==> src/rtl/cacheline_arbiter.sv <==
// Shares one cacheline memory port between icache (read-only) and dcache (read/write).
// Tie policy: dcache wins by default; define ARB_ROUND_ROBIN_EN for round-robin ties.
//
// state   | meaning
// IDLE    | no transaction in flight, arbitrate live requests
// SERVE_I | icache line read owns the memory port
// SERVE_D | dcache line read or writeback owns the memory port
module cacheline_arbiter #(
  parameter int ADDR_W = 32,
  parameter int LINE_W = 256
) (
  input  logic              clk,
  input  logic              rst,
  input  logic [ADDR_W-1:0] i_addr,
  input  logic              i_read,
  output logic [LINE_W-1:0] i_rdata,
  output logic              i_resp,
  input  logic [ADDR_W-1:0] d_addr,
  input  logic              d_read,
  input  logic              d_write,
  input  logic [LINE_W-1:0] d_wdata,
  output logic [LINE_W-1:0] d_rdata,
  output logic              d_resp,
  output logic [ADDR_W-1:0] mem_addr,
  output logic              mem_read,
  output logic              mem_write,
  output logic [LINE_W-1:0] mem_wdata,
  input  logic [LINE_W-1:0] mem_rdata,
  input  logic              mem_resp
);

  typedef enum logic [1:0] {
    IDLE    = 2'd0,
    SERVE_I = 2'd1,
    SERVE_D = 2'd2
  } state_t;

  state_t state_q, state_d;
  logic   req_i, req_d;
  logic   tie_to_i;

  assign req_i = i_read;
  assign req_d = d_read | d_write;

`ifdef ARB_ROUND_ROBIN_EN
  // High when dcache completed the most recent transaction.
  logic last_d_q;

  always_ff @(posedge clk) begin
    if (rst) begin
      last_d_q <= 1'b1;
    end else if (mem_resp && state_q == SERVE_I) begin
      last_d_q <= 1'b0;
    end else if (mem_resp && state_q == SERVE_D) begin
      last_d_q <= 1'b1;
    end
  end

  assign tie_to_i = last_d_q;
`else
  assign tie_to_i = 1'b0;
`endif

  always_comb begin
    state_d = state_q;
    case (state_q)
      IDLE: begin
        if (req_i && req_d) begin
          state_d = tie_to_i ? SERVE_I : SERVE_D;
        end else if (req_i) begin
          state_d = SERVE_I;
        end else if (req_d) begin
          state_d = SERVE_D;
        end
      end
      SERVE_I, SERVE_D: begin
        if (mem_resp) begin
          state_d = IDLE;
        end
      end
      default: state_d = IDLE;
    endcase
  end

  always_ff @(posedge clk) begin
    if (rst) begin
      state_q <= IDLE;
    end else begin
      state_q <= state_d;
    end
  end

  // Memory side follows the live inputs of the granted requester; nothing is latched.
  always_comb begin
    mem_addr  = '0;
    mem_read  = 1'b0;
    mem_write = 1'b0;
    mem_wdata = '0;
    case (state_q)
      SERVE_I: begin
        mem_addr = i_addr;
        mem_read = 1'b1;
      end
      SERVE_D: begin
        mem_addr  = d_addr;
        mem_read  = d_read & ~d_write;
        mem_write = d_write;
        mem_wdata = d_wdata;
      end
      default: ;
    endcase
  end

  assign i_resp  = (state_q == SERVE_I) & mem_resp;
  assign d_resp  = (state_q == SERVE_D) & mem_resp;
  assign i_rdata = i_resp ? mem_rdata : '0;
  assign d_rdata = d_resp ? mem_rdata : '0;

endmodule

==> config.mk <==
export PLATFORM = sky130hd
export DESIGN_NAME = cacheline_arbiter
export DESIGN_NICKNAME = d
export VERILOG_FILES = /design/src/rtl/cacheline_arbiter.sv
export SDC_FILE = /design/constraint.sdc
export NUM_CORES = 1
export LEC_CHECK = 0
export ABC_CLOCK_PERIOD_IN_PS = 2670
export BUFFER_PORTS_ARGS = -buffer_cell sky130_fd_sc_hd__buf_4
export CAP_MARGIN = 30
export CORE_AREA = 2 2 536 538
export DETAILED_ROUTE_END_ITERATION = 8
export DIE_AREA = 0 0 538 540
export PLACE_DENSITY = 0.3
export REMOVE_ABC_BUFFERS = 1
export SLEW_MARGIN = 20
export SYNTH_ARGS = -nofsm -noshare
export SYNTH_HDL_FRONTEND = slang
export SYNTH_SLANG_ARGS = --single-unit
==> constraint.sdc <==
create_clock -name clk -period 2.67 [get_ports clk]
set_input_delay 0.267 -clock clk [delete_from_list [all_inputs] [get_ports clk]]
set_output_delay 0.267 -clock clk [all_outputs]
set_load 0.005 [all_outputs]
==> impl_metrics.tcl <==
set metrics [dict create \
    core-area_um2 284000 \
    fillCellCount 33818 \
    netlist-cell-type-count 22 \
    finalSetupViolCount 0 \
    critical_path.max_fanout 47 \
    timing.critical_path.arrival_ps 2030 \
    crit_path_end_kind "primary output" \
    number_of_hold_buffers_added_after_cts 0 \
    clock_slew_seen_by_the_registers_of_the_worst_setup_and_hold_paths_ps 30 \
    avgSynthCellArea_um2 6.36 \
    worstPathRequired_ps 2400 \
    synthCells 1007 \
    share_of_layout_cells_above_drive_strength_1_pct 62.5 \
    row_count 196 \
    layout_top_registers "state_q (2)" \
    cellPowerDensity_nw_per_um2 230 \
    vias_per_cell 2.46 \
    maxSlewViolCount 0 \
    synth.cell_area_um2 6400 \
    clock_tree.htree_level_count 1 \
    registers.top_by_ff_count "state_q" \
    remaining_drc_errors 0 \
    clock_tree.buffer_depth 2 \
    rsz0062_at_grt "false" \
    largest_net_degree_at_the_start_of_global_routing 109 \
    cts_root_buf "clkbuf_16" \
    global_route_wire_length_before_repair_um 253000 \
    dominantRegCellSynth "dfxtp_1" \
    floorplan.die.height_um 540 \
    grt.total_usage_pct 14.5 \
    numPlacedInstances 6034 \
    synthTopCellsByCount "512 x and3_1, 259 x and2_1, 40 x buf_2" \
    critPathKind "reg2out" \
    initial_core_util_pct 2.25 \
    numClockSinks 2 \
    wl_um 222000 \
    timing_hold_violations_final 0 \
    post_cts_resized 0 \
    hold_path.class "in2reg" \
    route.vias.total 15091 \
    largest_reg_flops 2 \
    tritoncts_clock_tree "built" \
    post-route-min-period_ps 2300 \
    detail_route.first_pass.iterations 5 \
    io_pins 1386 \
    max_freq_mhz 435 \
    synth.area.top_cells "and3_1 50%, and2_1 25%, buf_6 6.0%" \
    ys_warn_count 0 \
    grt.overflow.total 0 \
    layout_worst_path_cycle_share_pct 86.1 \
    first_iter_violations 796 \
    postSynth.asyncResetShare_pct 0 \
    timing.clock.skew_ps 0.486 \
    cts-buffers-inserted 3 \
    post_layout_nonfiller_instances 6133 \
    die_width_um 538 \
    max_cap_viol_count 0 \
    ir_worst_vdd_v 0.000160 \
    hpwl_um 209000 \
    routedWlPerCell_um 36.2 \
    grt_pass1_vias 14546 \
    io_buffers 1385 \
    place_congestion 0.898 \
    detail-route-antenna-nets 0 \
    clock_latency_at_the_later_pin_of_the_worst_skew_pair_ps 220 \
    final_net_count 2863 \
    synth_largest_area_cell "and3_1" \
    timing_worst_slew_pin_value_ps 558 \
    power_leakage_nw 11.3 \
    grt_antenna_before_repair 273 \
    most_repeated_cell_in_the_gate_level_netlist_after_synthesis "and3_1" \
    flow.area_growth_from_synthesis_pct 234 \
    design.die.area_um2 291000 \
    synth-edff-count 0 \
    critPathLaunchType "register" \
    synth_seq_area_share_pct 0.625 \
    worst_slew_margin_rel_pct 62.8 \
    placed_area_um2 21100 \
    synth_largest_type_area_fraction_pct 50.0 \
    ys_seq_elements 2 \
    cts_setup_buffers 0 \
    outcome "completed" \
    finish.instance_area_um2 21400 \
]
## through the flow
step / TNS (ps) / power (mW) / hold WS (ps) / utilization [%] / setup WS, ps
after floorplan: -2543880 / 1.06 / 336 / - / -4090
after global placement: 0 / 4.83 / 444 / 7.40 / 605
after detailed placement: 0 / 4.85 / 444 / 7.40 / 560
after CTS: 0 / 5.10 / 218 / 7.43 / 321
after global routing: 0 / 5.25 / 223 / 7.45 / 290
final: 0 / 4.91 / 219 / 7.51 / 371
## final timing paths
kind	cells past startpoint	start	slack (ps)	end
setup / recovery	6	state_q[0]	370	d_rdata[54]
hold / removal	2	rst	220	state_q[1]
setup reg to reg	6	state_q[1]	990	state_q[0]
hold reg to reg	2	state_q[1]	560	state_q[1]
## layer usage
metal | track usage (%) | part of all wire (%) | vias up
met2 | 21.8 | 42 | 1412
met5 | 0 | 0.40 | -
met3 | 9.15 | 15 | 305
li1 | - | - | 6154
met1 | 17.4 | 41 | 7080
met4 | 2.63 | 2.3 | 140
## critical path: stages (launching register included)
cell,delay (ps)
dfxtp_1,340
inv_1,150
ha_4,200
buf_12,180
buf_12,280
and3_1,380
buf_4,220
## cells by family after synthesis
kind of cell	share of synthesized area, %
buf+inv	15.3
flops	0.625
simple gates	79.1
compound gates	4.18
fa+ha+maj	0.782
## power by group
group / total, mW / switching (mW) / internal (mW)
clock: 0.223 / 0.0325 / 0.190
sequential: 0.0392 / 0.00546 / 0.0338
combinational: 4.64 / 2.74 / 1.91
## layout make-up
type / count / area (um^2) / share of cell area, %
antenna: 96 / 240 / 1.12
multi-input combinational: 851 / 5410 / 25.3
tap: 3762 / 4710 / 22.0
sequential: 2 / 40.0 / 0.187
timing repair buffer: 1417 / 10900 / 51.0
clock buffer: 3 / 75.1 / 0.351
inverter: 2 / 7.51 / 0.0351
## cells in the final DEF, fill, tap and decap left out, types with 2 or more instances in the layout
cell | Yosys | layout
clkbuf_16 | 0 | 3
dfxtp_1 | 2 | 2
and2_1 | 259 | 259
a21oi_1 | 3 | 3
and3_1 | 512 | 512
a22oi_1 | 32 | 32
nor2b_1 | 34 | 34
buf_4 | 11 | 1396
ha_4 | 0 | 2
inv_1 | 2 | 2
buf_12 | 0 | 20
diode_2 | 0 | 96
ha_1 | 4 | 2
No activity file was read; power rests on OpenSTA's default activity.
